$ cat config.mk
export PLATFORM = sky130hd
export DESIGN_NAME = eng_p_queue
export DESIGN_NICKNAME = d
export VERILOG_FILES = /design/src/rtl/eng_p_queue.sv
export SDC_FILE = /design/constraint.sdc
export NUM_CORES = 1
export LEC_CHECK = 0
export CORE_MARGIN = 8
export CORE_UTILIZATION = 25
export CTS_CLUSTER_DIAMETER = 80
export CTS_CLUSTER_SIZE = 25
export DETAILED_ROUTE_END_ITERATION = 16
export PLACE_DENSITY_LB_ADDON = 0.25
export SLEW_MARGIN = 20
export SYNTH_ARGS = -nofsm -noshare
export SYNTH_HDL_FRONTEND = slang
export SYNTH_SLANG_ARGS = --single-unit
$ cat constraint.sdc
create_clock -name clk -period 6.5 [get_ports clk]
set_input_delay 1.3 -clock clk [delete_from_list [all_inputs] [get_ports clk]]
set_output_delay 1.3 -clock clk [all_outputs]
set_load 0.03 [all_outputs]
$ cat src/rtl/eng_p_queue.sv
// rtl/eng_p_queue.sv - ENG_P result receiver: clause FIFO, dedup implication FIFO, conflict latch
//
// Receives per-clause results from the BCP processing element. Surviving
// pruned clauses go to a first-word-fall-through clause FIFO. Implied
// literals are deduplicated against the implication FIFO before they are
// enqueued toward the unit-clause queue. Conflicts are latched until the
// controller clears them after backtrack.
//
// Ports:
//   clk, rst          clock, asynchronous active-high reset
//   ENG_P_push        PE result valid
//   pr_clause         pruned clause, slot i at [i*LIT_W +: LIT_W]
//   imply, imply_idx  unit implication and its signed literal
//   done, conflict    clause satisfied / falsified
//   ENG_P_FULL        backpressure to the PE
//   cq_pop            consume the clause FIFO head
//   cq_empty          clause FIFO empty
//   cq_clause         clause FIFO head, zero when empty
//   cq_count          clause FIFO occupancy
//   uc_valid, uc_lit  implication FIFO head, literal zero when empty
//   uc_ready          unit-clause queue accepts uc_lit
//   conflict_flag     sticky conflict indication
//   conflict_clr      clear flag and counter, flush both FIFOs
//   sat_cnt           saturating satisfied-clause count

module eng_p_queue #(
   parameter int CLA_LENGTH = 3,
   parameter int LIT_W      = 8,
   parameter int CQ_DEPTH   = 8,
   parameter int IQ_DEPTH   = 4
) (
   input  logic                           clk,
   input  logic                           rst,
   input  logic                           ENG_P_push,
   input  logic [CLA_LENGTH*LIT_W-1:0]    pr_clause,
   input  logic                           imply,
   input  logic signed [LIT_W-1:0]        imply_idx,
   input  logic                           done,
   input  logic                           conflict,
   output logic                           ENG_P_FULL,
   input  logic                           cq_pop,
   output logic                           cq_empty,
   output logic [CLA_LENGTH*LIT_W-1:0]    cq_clause,
   output logic [$clog2(CQ_DEPTH):0]      cq_count,
   output logic                           uc_valid,
   output logic [LIT_W-1:0]               uc_lit,
   input  logic                           uc_ready,
   output logic                           conflict_flag,
   input  logic                           conflict_clr,
   output logic [15:0]                    sat_cnt
);

   localparam int CW    = CLA_LENGTH * LIT_W;
   localparam int CQ_AW = $clog2(CQ_DEPTH);
   localparam int IQ_AW = $clog2(IQ_DEPTH);
   localparam logic [CQ_AW:0] LP_CQ_FULL = (CQ_AW+1)'(CQ_DEPTH);
   localparam logic [IQ_AW:0] LP_IQ_FULL = (IQ_AW+1)'(IQ_DEPTH);

   // clause FIFO state
   logic [CW-1:0]    r_cq_mem [CQ_DEPTH];
   logic [CQ_AW-1:0] r_cq_wp;
   logic [CQ_AW-1:0] r_cq_rp;
   logic [CQ_AW:0]   r_cq_cnt;

   // implication FIFO state
   logic [LIT_W-1:0] r_iq_mem [IQ_DEPTH];
   logic [IQ_AW-1:0] r_iq_wp;
   logic [IQ_AW-1:0] r_iq_rp;
   logic [IQ_AW:0]   r_iq_cnt;

   logic             r_conflict;
   logic [15:0]      r_sat_cnt;

   logic             w_full;
   logic             w_acc;
   logic             w_is_cf;
   logic             w_is_done;
   logic             w_is_imp;
   logic             w_is_plain;
   logic             w_imp_nz;
   logic [LIT_W-1:0] w_neg_idx;
   logic [IQ_DEPTH-1:0] w_iq_vld;
   logic [IQ_DEPTH-1:0] w_dup;
   logic [IQ_DEPTH-1:0] w_neg;
   logic             w_imp_neg;
   logic             w_iq_wr;
   logic             w_iq_rd;
   logic             w_cq_wr;
   logic             w_cq_rd;

   // Backpressure comes from registered occupancies only, so the PE never
   // sees a combinational path from its own push inputs.
   assign w_full = (r_cq_cnt == LP_CQ_FULL) || (r_iq_cnt == LP_IQ_FULL);
   assign w_acc  = ENG_P_push && !w_full;

   // Result classification, highest priority first.
   assign w_is_cf    = w_acc && conflict;
   assign w_is_done  = w_acc && !conflict && done;
   assign w_is_imp   = w_acc && !conflict && !done && imply;
   assign w_is_plain = w_acc && !conflict && !done && !imply;

   assign w_imp_nz  = |imply_idx;
   assign w_neg_idx = ~imply_idx + 1'b1;

   // An entry is live if its distance from the read pointer is below the
   // start-of-cycle count; an entry being dequeued this cycle still counts.
   for (genvar g = 0; g < IQ_DEPTH; g++) begin : g_iq_cmp
      logic [IQ_AW-1:0] w_off;
      assign w_off       = IQ_AW'(g) - r_iq_rp;
      assign w_iq_vld[g] = ({1'b0, w_off} < r_iq_cnt);
      assign w_dup[g]    = w_iq_vld[g] && (r_iq_mem[g] == imply_idx);
      assign w_neg[g]    = w_iq_vld[g] && (r_iq_mem[g] == w_neg_idx);
   end

   // Duplicate detection wins over negation so a literal already queued is
   // never reported as contradicting itself.
   assign w_imp_neg = w_is_imp && w_imp_nz && !(|w_dup) && (|w_neg);
   assign w_iq_wr   = w_is_imp && w_imp_nz && !(|w_dup) && !(|w_neg);
   assign w_iq_rd   = uc_ready && (|r_iq_cnt);

   assign w_cq_wr = w_is_plain;
   assign w_cq_rd = cq_pop && (|r_cq_cnt);

   // Storage arrays carry no reset; validity is tracked by pointers/counts.
   always_ff @(posedge clk) begin
      if (w_cq_wr && !conflict_clr) begin
         r_cq_mem[r_cq_wp] <= pr_clause;
      end
      if (w_iq_wr && !conflict_clr) begin
         r_iq_mem[r_iq_wp] <= imply_idx;
      end
   end

   always_ff @(posedge clk or posedge rst) begin
      if (rst) begin
         r_cq_wp    <= '0;
         r_cq_rp    <= '0;
         r_cq_cnt   <= '0;
         r_iq_wp    <= '0;
         r_iq_rp    <= '0;
         r_iq_cnt   <= '0;
         r_conflict <= 1'b0;
         r_sat_cnt  <= '0;
      end else if (conflict_clr) begin
         // Clear overrides any same-cycle push or pop.
         r_cq_wp    <= '0;
         r_cq_rp    <= '0;
         r_cq_cnt   <= '0;
         r_iq_wp    <= '0;
         r_iq_rp    <= '0;
         r_iq_cnt   <= '0;
         r_conflict <= 1'b0;
         r_sat_cnt  <= '0;
      end else begin
         if (w_cq_wr) begin
            r_cq_wp <= r_cq_wp + 1'b1;
         end
         if (w_cq_rd) begin
            r_cq_rp <= r_cq_rp + 1'b1;
         end
         case ({w_cq_wr, w_cq_rd})
            2'b10:   r_cq_cnt <= r_cq_cnt + 1'b1;
            2'b01:   r_cq_cnt <= r_cq_cnt - 1'b1;
            default: r_cq_cnt <= r_cq_cnt;
         endcase

         if (w_iq_wr) begin
            r_iq_wp <= r_iq_wp + 1'b1;
         end
         if (w_iq_rd) begin
            r_iq_rp <= r_iq_rp + 1'b1;
         end
         case ({w_iq_wr, w_iq_rd})
            2'b10:   r_iq_cnt <= r_iq_cnt + 1'b1;
            2'b01:   r_iq_cnt <= r_iq_cnt - 1'b1;
            default: r_iq_cnt <= r_iq_cnt;
         endcase

         if (w_is_cf || w_imp_neg) begin
            r_conflict <= 1'b1;
         end

         if (w_is_done && (r_sat_cnt != 16'hFFFF)) begin
            r_sat_cnt <= r_sat_cnt + 1'b1;
         end
      end
   end

   assign ENG_P_FULL    = w_full;
   assign cq_empty      = ~(|r_cq_cnt);
   assign cq_clause     = cq_empty ? '0 : r_cq_mem[r_cq_rp];
   assign cq_count      = r_cq_cnt;
   assign uc_valid      = |r_iq_cnt;
   assign uc_lit        = uc_valid ? r_iq_mem[r_iq_rp] : '0;
   assign conflict_flag = r_conflict;
   assign sat_cnt       = r_sat_cnt;

endmodule

# Yosys cells after proc, flatten, opt, wreduce, memory -nomap -nowiden
# Memory sizes are Yosys's and may differ from the RTL's.
# Cells that the tools add are included.
[op_classes]
addsub = 14
n_lt_le_gt_ge = 4
n_eq_ne = 15
n_mux = 22
bitwise = 2
reduce_logical = 46
[op_table]
columns = ["op", "n"]
rows = [
  ["8-bit == test", 8],
  ["16-bit 2-to-1 mux", 2],
  ["1-bit logical AND", 24],
  ["24-bit 2-to-1 mux", 1],
  ["16-bit by 1-bit adder with 16-bit output, second input constant", 1],
  ["16-bit != test, second input constant", 1],
  ["3-bit 2-to-1 mux", 5],
  ["2-bit by 3-bit less-than comparator with 1-bit output", 4],
  ["2-bit nonzero test", 6],
  ["4-bit OR reduction", 3],
  ["3-bit by 1-bit adder with 3-bit output, second input constant", 3],
  ["8-bit by 1-bit adder with 8-bit output, second input constant", 1],
  ["2-bit 2-to-1 mux", 4],
  ["8-bit 2-to-1 mux", 1],
  ["8-bit inverter", 1],
  ["4-bit case mux with 2 select lines", 1],
  ["8-bit OR reduction", 1],
  ["1-bit logical NOT", 7],
  ["1-bit 2-to-1 mux", 6],
  ["3-bit case mux with 2 select lines", 1],
  ["3-bit nonzero test", 2],
  ["2-bit by 1-bit adder with 2-bit output, second input constant", 2],
  ["4-bit by 1-bit adder with 4-bit output, second input constant", 1],
  ["2-bit by 1-bit == test with 1-bit output, second input constant", 2],
  ["other kinds (11)", 15],
]
[word_totals]
ff_bits = 34
ramBits = 224
out_inout_bits = 56
n_memories = 2
[memory_table]
columns = ["name", "depth", "word_bits", "read_ports", "rd_ports_with_merged_regs", "wr", "line_no", "text"]
rows = [
  ["r_cq_mem", 8, 24, 1, 0, 1, "60", "logic [CW-1:0] r_cq_mem [CQ_DEPTH];"],
  ["r_iq_mem", 4, 8, 5, 0, 1, "66", "logic [LIT_W-1:0] r_iq_mem [IQ_DEPTH];"],
]

# Depth between registers and ports, before layout
# Gate-level depths: netlist of run 1.
[depth]
depth_word = 13
ltp_mapped = 15

# Least setup slack after synthesis of run 1
# No wires, ideal clock.
[synth_path]
path_type = "input to register"
from = "in conflict"
to = "mem r_cq_mem[0][0] (netlist bit) (enable)"
setup_time_ns = 0.435
arrival_time_ns = 4.045
required_time_ns = 6.065
setup_slack_ns = 2.020
stages = 5
n_path_buf = 0
cell_sequence = "a2111oi_2 nand2b_1 nand2b_1 or3_1 nor3_1"
[synth_between]
elab_chain_cells = 7
[synth_rtl]
columns = ["element", "line_no", "text"]
rows = [
  ["start: declaration", "39", "input logic conflict,"],
  ["1-bit logical NOT", "100", "assign w_is_plain = w_acc && !conflict && !done && !imply;"],
  ["1-bit logical AND (3 in a row)", "100", ""],
  ["1-bit logical AND", "126", "if (w_cq_wr && !conflict_clr) begin"],
  ["1-bit 2-to-1 mux", "126", ""],
  ["1-bit 2-to-1 mux (not written as such)", "127", "r_cq_mem[r_cq_wp] <= pr_clause;"],
  ["end: declaration", "60", ""],
]
# Every way passes these cells.

# Final worst setup path of run 1
[layout_path]
from = "in imply_idx[1]"
to = "reg r_iq_cnt[2]"
[layout_between]
elab_chain_cells = 10
[layout_rtl]
columns = ["element", "line_no", "text"]
rows = [
  ["start: declaration", "37", "input logic signed [LIT_W-1:0] imply_idx,"],
  ["8-bit inverter", "103", "assign w_neg_idx = ~imply_idx + 1'b1;"],
  ["8-bit by 1-bit adder with 8-bit output", "103", ""],
  ["8-bit == test", "112", "assign w_neg[g] = w_iq_vld[g] && (r_iq_mem[g] == w_neg_idx);"],
  ["1-bit logical AND", "112", ""],
  ["4-bit OR reduction", "118", "assign w_iq_wr = w_is_imp && w_imp_nz && !(|w_dup) && !(|w_neg);"],
  ["1-bit logical NOT", "118", ""],
  ["1-bit logical AND *", "118", ""],
  ["2-bit by 1-bit == test with 1-bit output or 2-bit == test (tied branches)", "173", "case ({w_iq_wr, w_iq_rd})"],
  ["3-bit case mux with 2 select lines", "173", ""],
  ["3-bit 2-to-1 mux", "144", "end else if (conflict_clr) begin"],
  ["end signal: assignment", "174", "2'b10: r_iq_cnt <= r_iq_cnt + 1'b1;"],
  ["end signal: assignment", "175", "2'b01: r_iq_cnt <= r_iq_cnt - 1'b1;"],
  ["end signal: assignment", "176", "default: r_iq_cnt <= r_iq_cnt;"],
  ["end: declaration", "69", "logic [IQ_AW:0] r_iq_cnt;"],
]
# Every way passes the cells marked *; elsewhere a longest branch is shown, timed or not.
# A chain may end at the register's enable or synchronous reset.

==> results.py, run 1 <==
metrics = {
    "status": {
        "status": "complete, no violations",
    },
    "hold_path": {
        "min_path_type": "reg -> reg",
        "whs_endpoint": "conflict_flag$_DFFE_PP0P_",
        "hold_start": "conflict_flag$_DFFE_PP0P_",
        "hold_depth": 2,
    },
    "pwr": {
        "power.share.sequential_pct": 41.2,
        "p_int_w": 0.00313,
        "switching_share_pct": 34.2,
        "power.switching_w": 0.00163,
        "clkPwrFrac_pct": 27.0,
        "power_frac_comb_pct": 31.8,
        "ir_drop_uv": 241,
        "p_per_area_mw_per_mm2": 341,
        "p_leak_nw": 4.46,
    },
    "finish": {
        "nets": 867,
        "antenna_cells": 0,
        "synthToLayoutAreaGrowth_pct": 20.4,
        "layout_common_cells": "edfxtp_1 (224), clkdlybuf4s50_1 (96), nor2_1 (62), mux4_2 (56), xnor2_1 (43)",
        "mostFrequentLayoutCell": "edfxtp_1",
        "drive_above_1_share_pct": 15.4,
    },
    "global_route": {
        "grt.busiest_layer": "met2",
        "grt_use_total_pct": 10.1,
        "grt_pass1_vias": 6637,
        "grt_max_degree": 39,
        "grt-ovfl-total": 0,
        "use_met3_pct": 2.15,
        "grt_pass1_wl_mm": 41.9,
        "grt.met1_usage_pct": 14.1,
        "antenna_found_initial": 0,
        "met2_usage_pct": 16.3,
    },
    "place": {
        "pre_cts_slack_ns": 1.08,
        "portBuffers": 96,
        "place_hpwl_mm": 17.0,
        "place_congestion": 0.774,
    },
    "critical_path": {
        "reg2reg_slack_ns": 2.52,
        "r2r-end": "r_iq_cnt[2]$_DFFE_PP0P_",
        "path_class": "in -> reg",
        "reg2regPathDepth": 13,
        "timing.rr.start": "r_iq_rp[0]$_DFFE_PP0P_",
        "critPathMaxFanout": 11,
        "critical_path_required_ns": 6.90,
        "crit_path_end_kind": "register",
        "worstPathArrival_ns": 5.29,
        "startpoint_type": "input pin",
    },
    "synth": {
        "yosysSeqAreaShare_pct": 65.4,
        "yosysTopAreaCell": "edfxtp_1",
        "synth_ff_type": "edfxtp_1",
        "yosysUniqueCellTypes": 59,
        "synth_top_area_share_pct": 58.0,
        "async_flop_share_pct": 13.2,
        "synth_nets": 771,
        "yosys_warnings": 0,
        "synth_edf_count": 224,
        "syn_area_mm2": 0.0116,
        "syn_avg_cell_area_um2": 16.2,
        "synth_seq_cells": 258,
        "synth_cells": 714,
        "synthTopCellsByArea": "edfxtp_1 (58%), mux4_2 (11%), dfrtp_1 (7.3%)",
    },
    "sta": {
        "min_period_ns": 4.89,
        "hold_slack_ns": 0.575,
        "fin_setup_tns_ns": 0,
        "rsz0062_at_grt": "false",
        "fmax_mhz": 204,
        "fin_ws_ns": 1.61,
        "post-route-period-util_pct": 75.2,
        "finalClockSkew_ns": 0.0211,
        "slew_violations": 0,
        "relSlewSlack_pct": 34.6,
        "tightest_slew_ns": 0.981,
        "hold_violations": 0,
        "setup_viol": 0,
    },
    "clock_tree": {
        "root_buffer": "clkbuf_16",
        "cts_setup_buffers": 0,
        "ctsHoldBuffers": 0,
        "cts_tree": "done",
        "htree_levels": 1,
        "cts_resized": 0,
        "numCtsBuffers": 19,
        "path_clk_slew_ns": 0.09,
        "clockBufferDepth": 3,
        "clock_sinks": 258,
        "clk_latency_ns": 0.52,
    },
    "drt": {
        "routed_wl_mm": 27.4,
        "routedWlPerCell_um": 19.1,
        "vias": 6275,
        "drc_errors": 0,
        "viasPerCell": 4.39,
        "drt-initial-drc-count": 381,
        "ant_nets": 0,
        "dr.pass1.iters": 5,
    },
    "die": {
        "core-area_mm2": 0.0462,
        "start_util_pct": 25.1,
        "core.rowCount": 79,
        "chipWidth_um": 231,
        "die_y_um": 231,
        "io_pins": 97,
        "dieArea_mm2": 0.0535,
    },
    "flow_run": {
        "cap_violations": 0,
    },
}
-- Yosys cell counts, types with 5 or more instances --
cell,count
a21oi_1,14
and2_1,14
buf_1,5
buf_2,8
clkbuf_1,18
dfrtp_1,34
edfxtp_1,224
ha_1,14
inv_1,15
mux2i_1,32
mux4_2,56
nand2_1,21
nand2b_1,9
nand3_1,10
nand4_1,6
nor2_1,68
nor3_1,10
o21ai_0,13
or3_1,12
xnor2_1,43
xor2_1,25
-- stage by stage --
stage	instances	util, %	power, W	area (µm²)
3_3_place_gp	1396	28.8	0.00356	13300
3_5_place_dp	1396	28.8	0.00356	13300
5_1_grt	1430	30.2	0.00501	14000
2_1_floorplan	714	-	0.00293	11600
4_1_cts	1430	30.2	0.00486	14000
6_report	1430	30.2	0.00476	14000
-- area by class of cell --
type	instances	area, µm²
Fill cell	4572	32200
Sequential cell	258	7580
Multi-Input combinational cell	407	3830
Timing Repair Buffer	109	1060
Tap cell	607	759
Clock buffer	20	479
Clock inverter	14	186
Inverter	15	56.3
-- cell families (layout without fill, tap and decap cells) --
family | count (synthesis) | count (layout) | share of synthesized area, %
compound gates | 53 | 53 | 3.04
xor+xnor | 73 | 73 | 6.06
fa+ha+maj | 16 | 16 | 1.86
buf+inv | 49 | 158 | 1.80
flops | 258 | 258 | 65.4
simple gates | 175 | 175 | 7.99
mux | 90 | 90 | 13.9
-- power groups by stage --
stage	clock, W	sequential (W)	combinational, W
after CTS	0.00133	0.00197	0.00156
after global placement	0	0.00201	0.00154
after detailed placement	0	0.00201	0.00155
after floorplan	0	0.00193	0.00100
after global routing	0.00138	0.00199	0.00163
final	0.00129	0.00196	0.00151
-- metal layers --
metal / vias up / wire length, µm
li1: 2922 / -
met1: 3218 / 12900
met2: 113 / 12900
met3: 22 / 1290
met4: 0 / 332
met5: - / 0
-- critical path: stages --
cell	delay, ns
clkdlybuf4s50_1	0.67
inv_1	0.14
ha_1	0.40
or3b_4	0.47
nor3_4	0.25
xnor3_1	0.20
a221oi_1	0.05
a31oi_1	0.34
nand4_4	0.24
nor2b_1	0.22
fa_1	0.38
and2_1	0.15
mux2i_1	0.13
mux2_1	0.33
-- worst max-delay path by stage --
stage	startpoint	end	slack [ns]
finish	imply_idx[1]	r_iq_cnt[2]$_DFFE_PP0P_	1.61
global placement	imply_idx[0]	r_iq_cnt[2]$_DFFE_PP0P_	1.12
CTS	imply_idx[1]	r_iq_cnt[2]$_DFFE_PP0P_	1.62
floorplan	conflict	r_cq_mem[0][0]$_DFFE_PP_	2.02
global route	imply_idx[1]	r_iq_cnt[2]$_DFFE_PP0P_	1.39
detailed placement	imply_idx[0]	r_iq_cnt[2]$_DFFE_PP0P_	1.08
-- registers in the layout (all words and copies together), names as in the netlist --
name / count
cq_count: 4
r_iq_cnt: 3
r_cq_rp: 3
r_cq_wp: 3
r_iq_mem: 32
sat_cnt: 16
conflict_flag: 1
r_iq_rp: 2
r_cq_mem: 192
r_iq_wp: 2
Note: power is estimated with default switching activity, not from simulation.
==> run 2: changes to the inputs <==
==> constraint.sdc (replaced) <==
create_clock -name clk -period 4.03 [get_ports clk]
set_input_delay 0.806 -clock clk [delete_from_list [all_inputs] [get_ports clk]]
set_output_delay 0.806 -clock clk [all_outputs]
set_load 0.03 [all_outputs]
==> run 2 against run 1 <==
  * Setup slack got worse by 1.3 ns
  * Sequential share of layout area fell by 1.3 points
  * First-iteration DRC count unchanged
  * Final area rose by 2.4%
  * Register-to-register slack got worse by 1.9 ns
  * Final cell count rose by 2.9%
  * Critical endpoint is now cq_clause[11]
  * Non-clock buffer count is 43 higher
  * Clock power rose by 54%
  * Sequential power up 57%
  * Critical path depth is 9 lower
  * Core utilization up 0.73 points
  * Power rose by 61%
==> results.py, run 2 (synthesized netlist as in run 1, its figures left out) <==
metrics = {
    "status": {
        "status": "complete, no violations",
    },
    "die": {
        "core.rowCount": 79,
        "core-area_mm2": 0.0462,
        "io_pins": 97,
        "start_util_pct": 25.1,
        "dieArea_mm2": 0.0535,
        "die_y_um": 231,
        "chipWidth_um": 231,
    },
    "finish": {
        "largest_reg_flops": 192,
        "mostFrequentLayoutCell": "edfxtp_1",
        "finalNonFillerCells": 1472,
        "synthToLayoutAreaGrowth_pct": 23.3,
        "drive_above_1_share_pct": 19.4,
        "nets": 909,
        "layout_common_cells": "edfxtp_1 (224), clkdlybuf4s50_1 (96), nor2_1 (62), mux4_2 (56), buf_4 (53)",
        "regMostFlops": "r_cq_mem",
    },
    "global_route": {
        "grt-ovfl-total": 0,
        "grt_pass1_wl_mm": 41.9,
        "grt_max_degree": 32,
        "grt_pass1_vias": 6758,
        "grt_use_total_pct": 10.2,
        "antenna_found_initial": 1,
    },
    "drt": {
        "viasPerCell": 4.35,
        "drc_errors": 0,
        "routedWlPerCell_um": 18.8,
        "vias": 6409,
        "drt-initial-drc-count": 381,
        "dr.pass1.iters": 4,
        "routed_wl_mm": 27.6,
        "ant_nets": 0,
    },
    "sta": {
        "hold_violations": 0,
        "relSlewSlack_pct": 56.8,
        "min_period_ns": 3.71,
        "slew_violations": 0,
        "post-route-period-util_pct": 92.2,
        "tightest_slew_ns": 0.648,
        "setup_viol": 0,
        "fin_ws_ns": 0.315,
        "rsz0062_at_grt": "false",
        "finalClockSkew_ns": 0.0265,
        "fmax_mhz": 269,
    },
    "critical_path": {
        "critPathMaxStageDelay_ns": 0.61,
        "worstPathArrival_ns": 2.91,
        "startpoint_type": "register",
        "timing.rr.start": "r_iq_rp[0]$_DFFE_PP0P_",
        "path_class": "reg -> out",
        "critPathMaxFanout": 14,
        "critPathLaunch": "r_cq_rp[0]$_DFFE_PP0P_",
        "crit_path_end_kind": "output pin",
        "crit_chain": "buf_4 > mux4_2 > mux2i_1 > nor2_1 > clkdlybuf4s50_1",
        "critical_path_required_ns": 3.22,
        "slowest_stage": "dfrtp_4",
    },
    "place": {
        "portBuffers": 96,
        "place_congestion": 0.790,
        "place_hpwl_mm": 18.6,
        "placed_cells": 1439,
        "pre_cts_slack_ns": -0.140,
    },
    "clock_tree": {
        "clockBufferDepth": 3,
        "cts_resized": 0,
        "path_clk_slew_ns": 0.09,
        "ctsHoldBuffers": 0,
        "root_buffer": "clkbuf_16",
        "clk_latency_ns": 0.54,
        "clock_sinks": 258,
        "htree_levels": 1,
        "cts_setup_buffers": 0,
        "numCtsBuffers": 18,
        "cts_tree": "done",
    },
    "flow_run": {
        "cap_violations": 0,
    },
    "hold_path": {
        "min_path_type": "reg -> reg",
        "hold_start": "conflict_flag$_DFFE_PP0P_",
    },
    "pwr": {
        "p_leak_nw": 4.67,
        "p_per_area_mw_per_mm2": 537,
        "ir_drop_uv": 379,
    },
}
## run 2: cell count changes in the layout (fill, tap and decap cells not counted), sizes merged
cell / previous run / this run
inv: 25 / 20
diode: 0 / 1
clkbuf: 20 / 19
clkinv: 3 / 7
buf: 13 / 56
## run 2: path summary, 6_finish.rpt
check,endpoint,slack (ns),cells past startpoint
setup reg to reg,r_iq_cnt[2]$_DFFE_PP0P_,0.60,13
setup / recovery,cq_clause[11],0.32,5
min in group asynchronous,conflict_flag$_DFFE_PP0P_,0.71,2
max in group asynchronous,sat_cnt[2]$_DFFE_PP0P_,2.61,3
hold reg to reg,conflict_flag$_DFFE_PP0P_,0.57,2
hold / removal,conflict_flag$_DFFE_PP0P_,0.57,2
## run 2: critical path, delay by kind of cell, from the launching register on
family	cells	cell delay (ns)
DFF	1	0.61
buffers and inverters	2	0.96
muxes	2	0.71
and+or+nand+nor	1	0.08
## run 2: report_power, final
part | switching (W) | total [W] | internal [W] | leakage [nW]
Sequential | 0.000125 | 0.00308 | 0.00296 | 2.48
Clock | 0.00103 | 0.00199 | 0.000957 | 0.308
Combinational | 0.00145 | 0.00260 | 0.00115 | 1.88
Total | 0.00261 | 0.00767 | 0.00506 | 4.66
## run 2: cell type report
type	instances	area [µm²]
Sequential cell	258	7580
Clock buffer	19	454
Timing Repair Buffer	152	1420
Fill cell	4543	31900
Inverter	15	56.3
Tap cell	607	759
Antenna cell	1	2.50
Multi-Input combinational cell	407	3830
Clock inverter	13	184
## run 2: metal layers
| layer | part of all wire, % | global-route usage, % | wire [µm] |
|---|---|---|---|
| met1 | 46 | 14.1 | 12700 |
| met2 | 46 | 16.1 | 12800 |
| met3 | 6.0 | 2.15 | 1660 |
| met4 | 1.6 | 2.36 | 433 |
| met5 | 0 | 0 | 0 |
## run 2: through the flow
stage	setup TNS, ns	area, µm²	hold WS [ns]	util, %	power, W
after floorplan	0	11600	0.542	-	0.00473
after global placement	-0.892	13700	0.536	29.6	0.00582
after detailed placement	-2.75	13700	0.555	29.6	0.00581
after CTS	0	14300	0.576	31.0	0.00784
after global routing	0	14300	0.621	31.0	0.00808
final	0	14300	0.566	31.0	0.00767
==> run 3: changes to the inputs <==
--- a/config.mk
+++ b/config.mk
@@ -10,7 +10,8 @@
 export CTS_CLUSTER_DIAMETER = 80
 export CTS_CLUSTER_SIZE = 25
 export DETAILED_ROUTE_END_ITERATION = 16
-export PLACE_DENSITY_LB_ADDON = 0.25
+export GPL_ROUTABILITY_DRIVEN = 1
+export PLACE_DENSITY = 0.5
 export SLEW_MARGIN = 20
 export SYNTH_ARGS = -nofsm -noshare
 export SYNTH_HDL_FRONTEND = slang
==> run 3 against run 2 <==
  * Clock power fell by 4%
  * Setup slack lost 0.096 ns
  * Sequential share of layout area rose by 0.26 points
  * Core utilization fell by 0.15 points
  * Power is 0.94% lower
==> results.py, run 3 (synthesized netlist as in run 1, its figures left out) <==
metrics = {
    "place": {
        "portBuffers": 96,
        "place_hpwl_mm": 18.1,
        "pre_cts_slack_ns": -0.124,
        "place_congestion": 0.790,
    },
    "die": {
        "die_y_um": 231,
        "io_pins": 97,
        "core.rowCount": 79,
        "core-area_mm2": 0.0462,
        "dieArea_mm2": 0.0535,
        "start_util_pct": 25.1,
        "chipWidth_um": 231,
    },
    "critical_path": {
        "critPathMaxFanout": 24,
        "critPathLaunch": "r_cq_rp[0]$_DFFE_PP0P_",
        "worstPathArrival_ns": 3.01,
        "critical_path_required_ns": 3.22,
        "reg2reg_slack_ns": 0.58,
        "r2r-end": "r_iq_cnt[2]$_DFFE_PP0P_",
        "startpoint_type": "register",
        "worstSetupEndpoint": "cq_clause[11]",
        "reg2regPathDepth": 12,
        "crit_path_end_kind": "output pin",
        "timing.rr.start": "r_iq_rp[1]$_DFFE_PP0P_",
        "path_class": "reg -> out",
    },
    "sta": {
        "fmax_mhz": 262,
        "rsz0062_at_grt": "false",
        "fin_setup_tns_ns": 0,
        "min_period_ns": 3.81,
        "relSlewSlack_pct": 58.3,
        "finalClockSkew_ns": 0.0304,
        "hold_violations": 0,
        "fin_ws_ns": 0.219,
        "slew_violations": 0,
        "post-route-period-util_pct": 94.6,
        "tightest_slew_ns": 0.624,
        "setup_viol": 0,
    },
    "finish": {
        "synthToLayoutAreaGrowth_pct": 22.7,
        "regMostFlops": "r_cq_mem",
        "n_fill_cell": 4537,
        "nets": 903,
        "mostFrequentLayoutCell": "edfxtp_1",
        "antenna_cells": 0,
        "fin_util_pct": 30.8,
        "largest_reg_flops": 192,
        "drive_above_1_share_pct": 18.9,
        "layout_common_cells": "edfxtp_1 (224), clkdlybuf4s50_1 (96), nor2_1 (62), mux4_2 (56), buf_4 (46)",
    },
    "global_route": {
        "grt_max_degree": 29,
        "antenna_found_initial": 4,
        "grt_use_total_pct": 10.1,
        "grt_pass1_wl_mm": 42.0,
        "grt-ovfl-total": 0,
        "grt_pass1_vias": 6733,
    },
    "pwr": {
        "ir_drop_uv": 483,
        "p_per_area_mw_per_mm2": 534,
        "power.total_w": 0.00760,
        "p_leak_nw": 4.62,
    },
    "clock_tree": {
        "clockBufferDepth": 3,
        "numCtsBuffers": 18,
        "cts_resized": 0,
        "ctsHoldBuffers": 0,
        "clock_sinks": 258,
        "path_clk_slew_ns": 0.09,
        "htree_levels": 1,
        "cts_tree": "done",
        "root_buffer": "clkbuf_16",
        "clk_latency_ns": 0.54,
        "cts_setup_buffers": 0,
    },
    "flow_run": {
        "cap_violations": 0,
    },
    "drt": {
        "routed_wl_mm": 27.4,
        "drc_errors": 0,
        "drt-initial-drc-count": 428,
        "ant_nets": 0,
        "routedWlPerCell_um": 18.7,
        "dr.pass1.iters": 5,
        "viasPerCell": 4.36,
        "vias": 6381,
    },
    "hold_path": {
        "hold_start": "conflict_flag$_DFFE_PP0P_",
        "min_path_type": "reg -> reg",
    },
    "status": {
        "status": "complete, no violations",
    },
}
-- run 3: cell count changes in the layout (fill, tap and decap cells not counted), sizes merged --
cell	change
clkinv	-3
bufinv	-1
inv	+2
buf	-6
clkbuf	-1
clkinvlp	+1
diode	-1
-- run 3: stage by stage --
step | instances | hold WS, ns | instance area, µm²
4_1_cts | 1463 | 0.562 | 14200
5_1_grt | 1463 | 0.612 | 14200
2_1_floorplan | 714 | 0.542 | 11600
3_3_place_gp | 1433 | 0.533 | 13600
6_report | 1463 | 0.564 | 14200
3_5_place_dp | 1433 | 0.542 | 13600
-- run 3: power breakdown --
group / switching, W / leakage, nW / internal [W] / total, W
clock: 0.00102 / 0.292 / 0.000887 / 0.00191
combinational: 0.00143 / 1.85 / 0.00115 / 0.00258
sequential: 0.000159 / 2.48 / 0.00295 / 0.00311
total: 0.00261 / 4.62 / 0.00499 / 0.00760
-- run 3: worst max-delay path, stage by stage, from the launching register on --
cell and delay [ns]:
dfrtp_4 0.77, buf_12 0.28, mux4_2 0.53, mux2i_1 0.18, nor2_1 0.07, clkdlybuf4s50_1 0.60
-- run 3: routing by layer --
layer,vias up,track usage (%),share of wire (%)
met5,-,0,0.19
met4,8,1.86,1.4
met3,32,2.64,5.1
met2,105,16.2,47
met1,3245,13.7,47
li1,2991,-,-
-- run 3: final cells by class --
type                    instances  area [µm²]  share of cell area, %
inverters                      15        56.3                  0.396
repair buffers                146        1390                   9.75
multi-input cells             407        3830                   27.0
clock inverters                12         154                   1.08
well taps                     607         759                   5.34
flip-flops and latches        258        7580                   53.3
clock buffers                  18         450                   3.17
-- run 3: worst min-delay path by stage --
stage | endpoint | slack, ns | cells past startpoint
floorplan | r_iq_wp[1]$_DFFE_PP0P_ | 0.54 | 2
global placement | conflict_flag$_DFFE_PP0P_ | 0.53 | 2
detailed placement | conflict_flag$_DFFE_PP0P_ | 0.54 | 2
CTS | conflict_flag$_DFFE_PP0P_ | 0.56 | 2
global route | sat_cnt[15]$_DFFE_PP0P_ | 0.61 | 2
finish | conflict_flag$_DFFE_PP0P_ | 0.56 | 2
